## src/rtl/mips_pkg.sv

```systemverilog
// Shared definitions for the MIPS core: multiply/divide op encodings and FSM states.
package mips_pkg;

  localparam logic [2:0] MD_MULT  = 3'd0;
  localparam logic [2:0] MD_MULTU = 3'd1;
  localparam logic [2:0] MD_DIV   = 3'd2;
  localparam logic [2:0] MD_DIVU  = 3'd3;
  localparam logic [2:0] MD_MTHI  = 3'd4;
  localparam logic [2:0] MD_MTLO  = 3'd5;

  typedef enum logic [1:0] {
    IDLE  = 2'd0,
    SETUP = 2'd1,
    ITER  = 2'd2,
    FIX   = 2'd3
  } md_state_e;

  function automatic logic is_iter_op(input logic [2:0] o);
    return (o <= MD_DIVU);
  endfunction

endpackage

```

## src/rtl/mips_muldiv_step.sv

```systemverilog
// One combinational iteration of shift-add multiply (mode=0) or restoring divide (mode=1).
module mips_muldiv_step #(
  parameter int WIDTH = 32
) (
  input  logic             mode,
  input  logic [WIDTH-1:0] acc,
  input  logic [WIDTH-1:0] sreg,
  input  logic [WIDTH-1:0] operand,
  output logic [WIDTH-1:0] acc_nxt,
  output logic [WIDTH-1:0] sreg_nxt
);

  logic [WIDTH:0] sum;
  logic [WIDTH:0] shifted;
  logic [WIDTH:0] diff;

  always_comb begin
    sum     = {1'b0, acc} + (sreg[0] ? {1'b0, operand} : '0);
    shifted = {acc, sreg[WIDTH-1]};
    diff    = shifted - {1'b0, operand};
    if (mode) begin
      // borrow out of the trial subtraction means the remainder is restored
      acc_nxt  = diff[WIDTH] ? shifted[WIDTH-1:0] : diff[WIDTH-1:0];
      sreg_nxt = {sreg[WIDTH-2:0], ~diff[WIDTH]};
    end else begin
      {acc_nxt, sreg_nxt} = {sum, sreg[WIDTH-1:1]};
    end
  end

endmodule

```

## src/rtl/mips_muldiv.sv

```systemverilog
// Iterative MULT/MULTU/DIV/DIVU unit owning HI/LO; also services MTHI/MTLO.
module mips_muldiv
  import mips_pkg::*;
#(
  parameter int WIDTH = 32
) (
  input  logic             clk,
  input  logic             reset,
  input  logic             start,
  input  logic [2:0]       op,
  input  logic [WIDTH-1:0] a,
  input  logic [WIDTH-1:0] b,
  output logic             busy,
  output logic             done,
  output logic [WIDTH-1:0] hi,
  output logic [WIDTH-1:0] lo
);

  localparam int CNT_W = $clog2(WIDTH) + 1;

  md_state_e        state, state_nxt;
  logic [CNT_W-1:0] cnt;
  logic             last;

  logic             ld_req, ld_setup, iter_en, wr_res, wr_hi, wr_lo;

  logic [2:0]       op_q;
  logic [WIDTH-1:0] a_q, b_q;
  logic [WIDTH-1:0] acc, sreg, opnd;
  logic [WIDTH-1:0] acc_nxt, sreg_nxt;
  logic             neg_q, neg_r, divz, ovf;
  logic             sgn_op;
  logic [2*WIDTH-1:0] res;

  function automatic logic [WIDTH-1:0] mag(input logic [WIDTH-1:0] v, input logic sgn);
    logic signed [WIDTH-1:0] sv;
    sv = v;
    return (sgn && sv < 0) ? -v : v;
  endfunction

  // Sign fix-up and divide special cases; returns {hi, lo}
  function automatic logic [2*WIDTH-1:0] fixup(
    input logic             is_div,
    input logic [WIDTH-1:0] acc_f,
    input logic [WIDTH-1:0] sreg_f,
    input logic [WIDTH-1:0] a_raw,
    input logic             nq,
    input logic             nr,
    input logic             dz,
    input logic             of
  );
    logic [2*WIDTH-1:0] prod;
    logic [WIDTH-1:0]   rh, rl;
    prod = {acc_f, sreg_f};
    if (!is_div) begin
      return nq ? -prod : prod;
    end else if (dz) begin
      return {a_raw, {WIDTH{1'b1}}};
    end else if (of) begin
      return {{WIDTH{1'b0}}, a_raw};
    end else begin
      rh = nr ? -acc_f : acc_f;
      rl = nq ? -sreg_f : sreg_f;
      return {rh, rl};
    end
  endfunction

  mips_muldiv_step #(.WIDTH(WIDTH)) u_step (
    .mode     (op_q[1]),
    .acc      (acc),
    .sreg     (sreg),
    .operand  (opnd),
    .acc_nxt  (acc_nxt),
    .sreg_nxt (sreg_nxt)
  );

  assign sgn_op = ~op_q[0];
  assign last   = (cnt == CNT_W'(WIDTH - 1));
  assign res    = fixup(op_q[1], acc_nxt, sreg_nxt, a_q, neg_q, neg_r, divz, ovf);

  always_ff @(posedge clk) begin
    if (reset) state <= IDLE;
    else       state <= state_nxt;
  end

  always_comb begin
    state_nxt = state;
    case (state)
      IDLE:    if (start && is_iter_op(op)) state_nxt = SETUP;
      SETUP:   state_nxt = ITER;
      ITER:    if (last) state_nxt = FIX;
      FIX:     state_nxt = IDLE;
      default: state_nxt = IDLE;
    endcase
  end

  always_comb begin
    ld_req   = (state == IDLE) && start && is_iter_op(op);
    wr_hi    = (state == IDLE) && start && (op == MD_MTHI);
    wr_lo    = (state == IDLE) && start && (op == MD_MTLO);
    ld_setup = (state == SETUP);
    iter_en  = (state == ITER);
    wr_res   = (state == ITER) && last;
  end

  // Control: counter and registered handshake outputs
  always_ff @(posedge clk) begin
    if (reset) begin
      cnt  <= '0;
      busy <= 1'b0;
      done <= 1'b0;
    end else begin
      if (ld_setup)     cnt <= '0;
      else if (iter_en) cnt <= cnt + CNT_W'(1);
      busy <= (state_nxt != IDLE);
      done <= (state_nxt == FIX);
    end
  end

  // Datapath: request capture, setup of magnitudes/signs, iteration
  always_ff @(posedge clk) begin
    if (ld_req) begin
      op_q <= op;
      a_q  <= a;
      b_q  <= b;
    end
    if (ld_setup) begin
      acc   <= '0;
      neg_q <= sgn_op & (a_q[WIDTH-1] ^ b_q[WIDTH-1]);
      neg_r <= sgn_op & a_q[WIDTH-1];
      divz  <= op_q[1] && (b_q == '0);
      ovf   <= (op_q == MD_DIV) && (a_q == {1'b1, {(WIDTH-1){1'b0}}}) && (b_q == '1);
      if (op_q[1]) begin
        sreg <= mag(a_q, sgn_op);
        opnd <= mag(b_q, sgn_op);
      end else begin
        sreg <= mag(b_q, sgn_op);
        opnd <= mag(a_q, sgn_op);
      end
    end else if (iter_en) begin
      acc  <= acc_nxt;
      sreg <= sreg_nxt;
    end
  end

  // Architectural HI/LO: only the final result or MTHI/MTLO may change them
  always_ff @(posedge clk) begin
    if (reset) begin
      hi <= '0;
      lo <= '0;
    end else if (wr_res) begin
      {hi, lo} <= res;
    end else begin
      if (wr_hi) hi <= a;
      if (wr_lo) lo <= a;
    end
  end

endmodule

```

## config.mk

```make
export PLATFORM = sky130hd
export DESIGN_NAME = mips_muldiv
export DESIGN_NICKNAME = d
export VERILOG_FILES = /design/src/rtl/mips_pkg.sv /design/src/rtl/mips_muldiv_step.sv /design/src/rtl/mips_muldiv.sv
export SDC_FILE = /design/constraint.sdc
export NUM_CORES = 1
export LEC_CHECK = 0
export ABC_AREA = 1
export CAP_MARGIN = 10
export CORE_MARGIN = 2
export CORE_UTILIZATION = 40
export DETAILED_ROUTE_END_ITERATION = 7
export SETUP_SLACK_MARGIN = 0.05
export SYNTH_ARGS = -nofsm -noshare
export SYNTH_HDL_FRONTEND = slang
export SYNTH_SLANG_ARGS = --single-unit
```

## constraint.sdc

```tcl
create_clock -name clk -period 3.7 [get_ports clk]
set_input_delay 0.37 -clock clk [delete_from_list [all_inputs] [get_ports clk]]
set_output_delay 0.37 -clock clk [all_outputs]
set_load 0.05 [all_outputs]
```

Yosys cells after proc, flatten, opt, wreduce, memory -nomap -nowiden --
Index checks and enable logic that the tools add are counted. W data, S select, Z words.
Storage, ports and cells: bits in registers 241, bits in read-only memories 0, output and inout port bits 66, word-level logic and storage cells 83, bits of input ports 70, bits in latches 0, RAM bits 0, memories 0
Cells by class: multipliers 0, div/mod/pow operators 0, $lt $le $gt $ge 3, bitwise logic cells 5, reduce and logical (&&, ||, !) cells 18, equality and inequality tests 10, add/sub/neg operators 8, shifts and indexed selects 0, muxes and demuxes 23
Operators with widths (number):
- $mux W32 | 16
- $mux W64 | 4
- $neg A32 Y32 | 4
- $eq A32 B32 Y1 const B | 2
- $lt A32 B1 Y1 const B | 2
- $neg A64 Y64 | 1
- $add A32 B33 Y33 | 1
- $sub A33 B32 Y33 | 1
- $logic_not A32 Y1 | 1
- $logic_and A1 B1 Y1 | 11
- $pmux W2 S4 | 1
- $reduce_bool A2 Y1 | 4
- $add A6 B1 Y6 const B | 1
- $eq A2 B2 Y1 const B | 3
- $eq A3 B3 Y1 const B | 2
- $eq A6 B5 Y1 const B | 1
- $mux W2 | 2
- $eq A3 B2 Y1 const B | 1
- $le A3 B2 Y1 const B | 1
- $and A1 B1 Y1 | 2
- $eq A2 B1 Y1 const B | 1
- $logic_not A2 Y1 | 1
- $not A1 Y1 | 2
- $reduce_or A2 Y1 | 1
- $xor A1 B1 Y1 | 1

Depth between registers and ports, before layout --
Gate-level depths: netlist of the first run.
word-level depth 9, gate-level depth with buffers 35, depth with buffers taken out 35

Hierarchy --
From an unflattened synthesis of the first run, not the netlist that was laid out.
Second synthesis, totals: cell total of the unflattened synthesis 3482, area, all modules 21679.5 sq um
Modules (own cells, without submodules):
- mips_muldiv | area each 15322.2 sq um, cells each 2173, seq. area each 6175.9 sq um, times used 1
- mips_muldiv_step | area each 6357.3 sq um, cells each 1309, seq. area each 0.0 sq um, times used 1

Worst setup path after synthesis of the first run --
Ideal clock, no wire load.
path kind register to register, start point reg sreg[31], end point reg hi[8], cell stages (with the launch flop) 33, setup slack -0.234 ns, period minus slack after synthesis 3.934 ns, setup time 0.131 ns, required time 3.569 ns, data arrival time 3.803 ns, buffers on the path 0, cells stage by stage edfxtp_1 inv_1 ha_1 inv_1 fa_1 nand2_1 nand2_1 nand3_1 nand2_2 nand2_2 nand2_4 nand2_4 nand3_4 nand3_4 nand2_2 inv_2 ha_1 nand3_2 nor3_2 nand2_1 nor2_2 nand3_2 nor2_4 nand2_4 nor2_8 nand4_4 nand2_1 o21ai_1 xor2_1 nand2_1 nand3_1 a21oi_1 nor2_1
Between the ends: word-level cells in the longest chain between the ends 9, elaborated cells on any way between the ends 13, those cells by class add/sub (3); mux (9); bitwise (1)
RTL lines:
- start: declaration | RTL line mips_muldiv.sv:29 | logic [WIDTH-1:0] acc, sreg, opnd;
- start signal: assignment | RTL line mips_muldiv.sv:134 | sreg <= mag(a_q, sgn_op);
- start signal: assignment | RTL line mips_muldiv.sv:137 | sreg <= mag(b_q, sgn_op);
- start signal: assignment | RTL line mips_muldiv.sv:142 | sreg <= sreg_nxt;
- $sub A33 B32 Y33 | RTL line mips_muldiv_step.sv:20 | diff = shifted - {1'b0, operand};
- $mux W32 | RTL line mips_muldiv_step.sv:23 | acc_nxt = diff[WIDTH] ? shifted[WIDTH-1:0] : diff[WIDTH-1:0];
- $mux W32 | RTL line mips_muldiv_step.sv:21 | if (mode) begin
- $neg A32 Y32 | RTL line mips_muldiv.sv:62 | rh = nr ? -acc_f : acc_f;
- $mux W32 | RTL line mips_muldiv.sv:62
- $mux W64 | RTL line mips_muldiv.sv:59 | end else if (of) begin
- $mux W64 | RTL line mips_muldiv.sv:57 | end else if (dz) begin
- $mux W64 (*) | RTL line mips_muldiv.sv:55 | if (!is_div) begin
- $mux W32 (*) | RTL line mips_muldiv.sv:151 | end else if (wr_res) begin
- end signal: assignment | RTL line mips_muldiv.sv:152 | {hi, lo} <= res;
- end: declaration | RTL line mips_muldiv.sv:15 | output logic [WIDTH-1:0] hi,
Every way passes the cells marked *; elsewhere a longest branch is shown, timed or not. A chain may end at the register's enable or synchronous reset.

Final worst setup path of the first run --
start point reg opnd[27], end point reg hi[30]
Between the ends: word-level cells in the longest chain between the ends 9, elaborated cells on any way between the ends 15, those cells by class add/sub (4); mux (10); bitwise (1)
RTL lines:
- start: declaration | RTL line mips_muldiv.sv:29
- start signal: assignment | RTL line mips_muldiv.sv:135 | opnd <= mag(b_q, sgn_op);
- start signal: assignment | RTL line mips_muldiv.sv:138 | opnd <= mag(a_q, sgn_op);
- $sub A33 B32 Y33 or $mux W32 (tied branches) | RTL line mips_muldiv_step.sv:20, mips_muldiv_step.sv:18
- $mux W32 or $add A32 B33 Y33 (tied branches) | RTL line mips_muldiv_step.sv:23, mips_muldiv_step.sv:18
- $mux W32 | RTL line mips_muldiv_step.sv:21
- $neg A32 Y32 | RTL line mips_muldiv.sv:62
- $mux W32 | RTL line mips_muldiv.sv:62
- $mux W64 | RTL line mips_muldiv.sv:59
- $mux W64 | RTL line mips_muldiv.sv:57
- $mux W64 (*) | RTL line mips_muldiv.sv:55
- $mux W32 (*) | RTL line mips_muldiv.sv:151
Marked as above.

==> impl_metrics.env, run 1 <==
export IMPL_h_tree_depth=1
export IMPL_cts_inserted_buffers=29
export IMPL_fin_crit_ns=4.02
export IMPL_synth_compound_area_share_pct=15.5
export IMPL_wire_per_inst_um=20.6
export IMPL_synthFlopType="edfxtp_1"
export IMPL_hold_path_end="b_q[4]"
export IMPL_final_common_cell="nand2_1"
export IMPL_initial_core_util_pct=40.5
export IMPL_final_max_slew_violation_count=0
export IMPL_dieArea_sq_um=55100
export IMPL_clock_skew_ns=0.0282
export IMPL_stdcell_area_sq_um=28300
export IMPL_ys_types=63
export IMPL_cts_hold_buf=0
export IMPL_async_flop_share_pct=0
export IMPL_min_from="b[4]"
export IMPL_synth_edf_count=135
export IMPL_worstPathArrival_ns=4.56
export IMPL_finalCritPeriodShare_pct=109
export IMPL_r2r_start="opnd[27]"
export IMPL_r2r_slack_ns=-0.32
export IMPL_clk_pin_slew_ns=0.07
export IMPL_drt_drc_violations_left=0
export IMPL_synth_adder_area_share_pct=4.54
export IMPL_startpoint_type="flip-flop"
export IMPL_max_freq_ghz=0.249
export IMPL_cts_buffer_depth=3
export IMPL_portBuffers=135
export IMPL_routed_via_density=5.36
export IMPL_synth_nets=3488
export IMPL_gp_congestion=1.02
export IMPL_cts_root_buf="clkbuf_16"
export IMPL_failed_checks="negative setup slack"
export IMPL_rr_endpoint="hi[30]"
export IMPL_totalWireLength_mm=93.2
export IMPL_fp_dieH_um=235
export IMPL_syn_to_final_growth_pct=32.8
export IMPL_antenna_found_initial=1
export IMPL_synth_ff_latch_count=241
export IMPL_p_leak_nw=13.3
export IMPL_place_hpwl_mm=74.2
export IMPL_grt_pass1_wl_mm=136
export IMPL_ir_worst_vdd_mv=0.544
export IMPL_clock_sinks=241
export IMPL_hold_viol_final=0
export IMPL_max_stage_delay_ns=0.38
export IMPL_synth_cell_area_sq_um=21300
export IMPL_crit_type="flip-flop to flip-flop"
export IMPL_status="complete, but fails checks"
export IMPL_crit_path_top_delay_cell="edfxtp_1"
export IMPL_synth_simple_area_share_pct=35.4
export IMPL_gr_total_overflow=0
export IMPL_drtAntennaViolNets=0
export IMPL_drv_cap=0
export IMPL_clock_latency_ns=0.61
export IMPL_max_slew_margin_pct=20.3
export IMPL_grt_pass1_vias=22476
export IMPL_tritoncts="yes"
export IMPL_drt_iter0_drc=2612
export IMPL_synthMuxAreaShare_pct=0.300
export IMPL_pre_cts_slack_ns=-0.285
export IMPL_end_kind="flip-flop"
export IMPL_hold_depth=1
export IMPL_core_sq_um=52600
export IMPL_setup_violations=27
export IMPL_worstPathRequired_ns=4.25
export IMPL_ys_warn_count=0
export IMPL_ios=136
export IMPL_fp_dieW_um=235
export IMPL_vias=24203
export IMPL_cellPowerDensity_nw_per_um2=736
export IMPL_rsz0062_at_grt="yes"
export IMPL_path_max_fanout=3
export IMPL_fin_ws_ns=-0.317
export IMPL_synth_xor_area_share_pct=4.28
export IMPL_grt_usage_pct=32.5
export IMPL_ys_seq_area_share_pct=29.0
export IMPL_r2r_cells=29
export IMPL_hold_class="input port to flip-flop"
export IMPL_nets=3951
export IMPL_synth_top_family_by_area="simple AND/OR/NAND/NOR gates"
export IMPL_critPathMostFrequentCell="nand2_1"
export IMPL_synthCells=3342
export IMPL_drt_pass1_iterations=6
export IMPL_layout_common_cells="nand2_1, inv_1, buf_4"
export IMPL_fp_row_count=84
export IMPL_drive_above_1_share_pct=21.0
export IMPL_grt_max_degree=85
export IMPL_placed_area_sq_um=25800
export IMPL_tightestPinTransition_ns=1.19
export IMPL_postSynthAreaPerCell_sq_um=6.37
[worst max-delay path by stage]
stage	slack [ns]	endpoint	from	depth (start not counted)
after global placement	-0.21	hi[12]	sreg[31]	33
after global routing	-0.63	hi[12]	sreg[31]	33
after CTS	-0.19	hi[12]	sreg[31]	33
after detailed placement	-0.29	hi[12]	sreg[31]	33
after floorplan	-0.12	hi[12]	sreg[31]	33
final	-0.32	hi[30]	opnd[27]	29
[cells in the mapped netlist (all sizes together) (37+ instances only)]
master / count / share of area, %
nand2: 1050 / 19
inv: 464 / 8.2
o21ai: 308 / 7.3
nor2: 289 / 5.8
nand3: 255 / 6.4
a21oi: 176 / 4.3
edfxtp: 135 / 19
dfxtp: 106 / 10
clkbuf: 77 / 1.4
xor2: 77 / 3.2
ha: 74 / 4.3
nor3: 49 / 1.2
buf: 47 / 1.4
a31oi: 37 / 1.1
[metal layers]
| layer | global-route usage [%] | up-vias | routed length (um) |
|---|---|---|---|
| li1 | - | 11817 | - |
| met1 | 43.3 | 11152 | 38700 |
| met2 | 51.1 | 997 | 41400 |
| met3 | 4.86 | 237 | 7360 |
| met4 | 16.8 | 0 | 5710 |
| met5 | 0 | - | 0 |
[registers in the layout, summed over array words and instances, names as in the netlist, 2 cells and up]
name   count
a_q       32
acc       32
b_q       32
hi        32
lo        32
opnd      32
sreg      32
cnt        6
op_q       3
state      2
[area by class of cell]
cell class	instances	area (sq um)
timing repair buffer	556	4670
sequential	241	6180
fill	5407	24300
antenna	1	2.50
tap	688	861
clock buffer	47	926
multi-input combinational	2510	13800
clock inverter	7	60.1
inverter	467	1760
[cell families after synthesis]
group,after synthesis
adders and majority gates,76
buffers and inverters,591
and+or+nand+nor,1725
DFF,241
xor gates and xnor gates,104
muxes,6
AOI/OAI and AO/OA,599
[power breakdown]
| group | internal (mW) | switching (mW) | leakage [nW] | total (mW) |
|---|---|---|---|---|
| logic | 5.75 | 8.47 | 10.7 | 14.2 |
| registers | 3.26 | 0.339 | 2.12 | 3.60 |
| clock network | 1.72 | 1.27 | 0.489 | 2.99 |
| total | 10.7 | 10.1 | 13.3 | 20.8 |
[critical path: cells and delay by family (launching register included)]
family,cells,cell delay (ns)
AO/OA/AOI/OAI,3,0.62
AND/OR/NAND/NOR,20,2.05
adder cells (fa/ha/maj),2,0.44
flip-flops,1,0.38
buffers and inverters,4,0.45
[timing repair]
action                     CTS  global route
gates cloned                 0             0
resized for setup          115           167
pin swaps                   33            68
setup buffers               33            27
setup endpoints to repair   36            52
[stage by stage]
stage | setup TNS (ns) | instances | hold slack (ns) | total power, mW | util, %
after floorplan | -0.514 | 3342 | 0.450 | 10.3 | -
after global placement | -3.46 | 4404 | 0.493 | 16.0 | 49.1
after detailed placement | -4.96 | 4404 | 0.499 | 16.0 | 49.1
after CTS | -2.76 | 4491 | 0.304 | 19.7 | 52.2
after global routing | -16.29 | 4516 | 0.314 | 22.1 | 53.8
final | -5.11 | 4517 | 0.329 | 20.8 | 53.8
Note: power is estimated with default switching activity, not from simulation.
==> run 2, diff against run 1 <==
--- a/config.mk
+++ b/config.mk
@@ -5,11 +5,11 @@
 export SDC_FILE = /design/constraint.sdc
 export NUM_CORES = 1
 export LEC_CHECK = 0
-export ABC_AREA = 1
 export CAP_MARGIN = 10
 export CORE_MARGIN = 2
 export CORE_UTILIZATION = 40
 export DETAILED_ROUTE_END_ITERATION = 7
+export MAX_ROUTING_LAYER = met4
 export SETUP_SLACK_MARGIN = 0.05
 export SYNTH_ARGS = -nofsm -noshare
 export SYNTH_HDL_FRONTEND = slang
==> run 2 against run 1 <==
Maximum frequency down 18%. Synthesized cell count fell by 28%. The flow still finishes with violations (negative setup slack). Critical path type unchanged. Critical path depth shrank 6. Count of clock-buffer cells in the layout shrank 14. Critical endpoint is now hi[24]. Non-clock buffer count rose by 169.
==> impl_metrics.env, run 2 <==
export IMPL_status="complete, but fails checks"
export IMPL_failed_checks="negative setup slack"
export IMPL_synth_ff_latch_count=241
export IMPL_cp_depth=23
export IMPL_tightestPinTransition_ns=0.965
export IMPL_cts_root_buf="clkbuf_16"
export IMPL_crit_family="compound AO/OA/AOI/OAI gates"
export IMPL_clock_sinks=241
export IMPL_grt_pass1_wl_mm=132
export IMPL_max_freq_ghz=0.204
export IMPL_synth_edf_count=135
export IMPL_crit_path_top_delay_cell="or3b_4"
export IMPL_drv_cap=0
export IMPL_final_common_cell="buf_4"
export IMPL_initial_core_util_pct=40.5
export IMPL_cts_buffer_depth=3
export IMPL_r2r_cells=23
export IMPL_path_max_fanout=5
export IMPL_placed_area_sq_um=25400
export IMPL_tritoncts="yes"
export IMPL_worstPathRequired_ns=4.18
export IMPL_fp_dieW_um=226
export IMPL_path_cells="inv_1 > ha_2 > inv_2 > fa_2 > a211oi_2 > o21ai_2 > o31ai_4 > buf_6 > a21oi_4 > a211oi_4 > nor2_4 > a21boi_4 > ha_4 > o211ai_1 > or2_4 > or3b_4 > nor2_4 > buf_4 > nand2_4 > o41ai_4 > xor2_1 > nor2_1 > a2111oi_2"
export IMPL_setup_violations=67
export IMPL_grt_pass1_vias=21464
export IMPL_synth_top_family_by_area="compound AO/OA/AOI/OAI gates"
export IMPL_drt_pass1_iterations=6
export IMPL_synth_compound_area_share_pct=25.5
export IMPL_stdcell_area_sq_um=29400
export IMPL_yosysTopAreaCell="edfxtp_1"
export IMPL_clock_skew_ns=0.0313
export IMPL_ios=136
export IMPL_synth_cell_area_sq_um=19800
export IMPL_final_max_slew_violation_count=0
export IMPL_layout_common_cells="buf_4, nand2_1, nor2_1"
export IMPL_ir_worst_vdd_mv=0.470
export IMPL_p_leak_nw=11.4
export IMPL_whs_ns=0.342
export IMPL_antenna_found_initial=2
export IMPL_end_kind="flip-flop"
export IMPL_portBuffers=135
export IMPL_syn_to_final_growth_pct=49.0
export IMPL_ys_seq_area_share_pct=31.3
export IMPL_grt_usage_pct=35.4
export IMPL_max_slew_margin_pct=35.6
export IMPL_ys_warn_count=0
export IMPL_core_sq_um=48800
export IMPL_finalCritPeriodShare_pct=133
export IMPL_path_buf_inv=4
export IMPL_r2r_slack_ns=-1.20
export IMPL_seq_area_sq_um=6180
export IMPL_grt_max_degree=88
export IMPL_async_flop_share_pct=0
export IMPL_cellPowerDensity_nw_per_um2=685
export IMPL_cts_hold_buf=0
export IMPL_hold_class="input port to flip-flop"
export IMPL_synth_top_area_share_pct=20.5
export IMPL_h_tree_depth=1
export IMPL_vias=22332
export IMPL_crit_type="flip-flop to flip-flop"
export IMPL_cp_endpoint="hi[24]"
export IMPL_nets=3135
export IMPL_startpoint_type="flip-flop"
export IMPL_fp_dieH_um=226
export IMPL_synth_adder_area_share_pct=4.89
export IMPL_rr_endpoint="hi[24]"
export IMPL_place_hpwl_mm=69.5
export IMPL_ys_types=95
export IMPL_synth_nets=2547
export IMPL_synth_most_common_cell="nand2_1"
export IMPL_setup_worst_path_start="sreg[31]"
export IMPL_gr_total_overflow=0
export IMPL_critPathMostFrequentCell="nor2_4"
export IMPL_totalWireLength_mm=90.7
export IMPL_postSynthAreaPerCell_sq_um=8.23
export IMPL_routed_via_density=6.07
export IMPL_fin_ws_ns=-1.20
export IMPL_drtAntennaViolNets=0
export IMPL_cts_inserted_buffers=29
export IMPL_synthCells=2401
export IMPL_n_fill_cell=4288
export IMPL_r2r_start="sreg[31]"
export IMPL_synth_common_cells="nand2_1, nor2_1, o21ai_0"
export IMPL_hold_viol_final=0
export IMPL_max_stage_delay_ns=0.44
export IMPL_synthMuxAreaShare_pct=5.15
export IMPL_synth_xor_area_share_pct=8.51
export IMPL_multi_input_area_sq_um=14900
export IMPL_worstPathArrival_ns=5.38
export IMPL_drt_iter0_drc=2258
export IMPL_fp_row_count=81
export IMPL_clock_latency_ns=0.60
export IMPL_clk_pin_slew_ns=0.06
export IMPL_synthFlopType="edfxtp_1"
export IMPL_gp_congestion=1.02
export IMPL_synth_area_top_cells="edfxtp_1, dfxtp_1, nand2_1"
export IMPL_fin_crit_ns=4.90
export IMPL_drt_drc_violations_left=0
export IMPL_dieArea_sq_um=51200
export IMPL_drive_above_1_share_pct=33.5
export IMPL_synth_simple_area_share_pct=19.7
export IMPL_rsz0062_at_grt="yes"
export IMPL_wire_per_inst_um=24.7
export IMPL_fin_util_pct=60.3
export IMPL_finalSetupTns_ns=-48.78
==> run 2: changes by cell type after synthesis, sizes merged, moves of 21 or more <==
cell / delta
nand2: -773
inv: -389
nand3: -218
o21ai: -122
nor2: -99
xnor2: +82
mux2i: +72
clkbuf: +45
and2: +40
a211oi: +27
a21o: +26
o31ai: +25
a221oi: +23
and3: +21
==> run 2: how the worst min path moves through the flow <==
stage	startpoint	endpoint	slack, ns	cells past startpoint
finish	b[1]	b_q[1]	0.34	1
global route	b[1]	b_q[1]	0.33	1
CTS	b[0]	b_q[0]	0.32	1
detailed placement	hi[2]	hi[2]	0.48	2
global placement	lo[31]	lo[31]	0.46	2
floorplan	cnt[5]	cnt[5]	0.47	2
==> run 2: final cells by class <==
type / count / area share [%]
timing repair buffer: 725 / 21.2
tap: 664 / 2.82
clock buffer: 33 / 2.59
inverter: 77 / 0.995
multi-input combinational: 1915 / 50.7
sequential: 241 / 21.0
clock inverter: 21 / 0.765
antenna: 3 / 0.0255
==> run 2: cell families after synthesis <==
logic type               Yosys count
AO/OA/AOI/OAI                    745
XOR/XNOR                         192
adder cells (fa/ha/maj)           76
buffers and inverters            245
flip-flops                       241
multiplexers                      94
AND/OR/NAND/NOR                  808
==> run 2: layer usage <==
layer  share of wire, %  global-route usage [%]  wire length (um)
met5                  0                       -                 0
met4                8.0                    22.3              7230
met3                8.3                    5.52              7570
met2                 46                    55.9             41700
met1                 38                    42.3             34200
==> run 2: power breakdown <==
part           internal, mW  switching, mW  leakage [nW]
Clock                  1.76           1.27         0.480
Sequential             3.24          0.414          2.12
Combinational          6.25           7.23          8.84
==> run 2: stage by stage <==
stage | power (mW) | cells | worst slack [ns]
2_1_floorplan | 9.13 | 2401 | -1.25
3_3_place_gp | 14.5 | 3532 | -1.25
3_5_place_dp | 14.6 | 3532 | -1.31
4_1_cts | 19.2 | 3637 | -1.16
5_1_grt | 21.0 | 3678 | -1.36
6_report | 20.2 | 3679 | -1.20
==> run 2: what timing repair did <==
action,4_1_cts,5_1_grt
pin swaps,173,138
endpoints found under the setup margin,77,96
resized for setup,333,173
cloned,1,1
buffers inserted,59,55
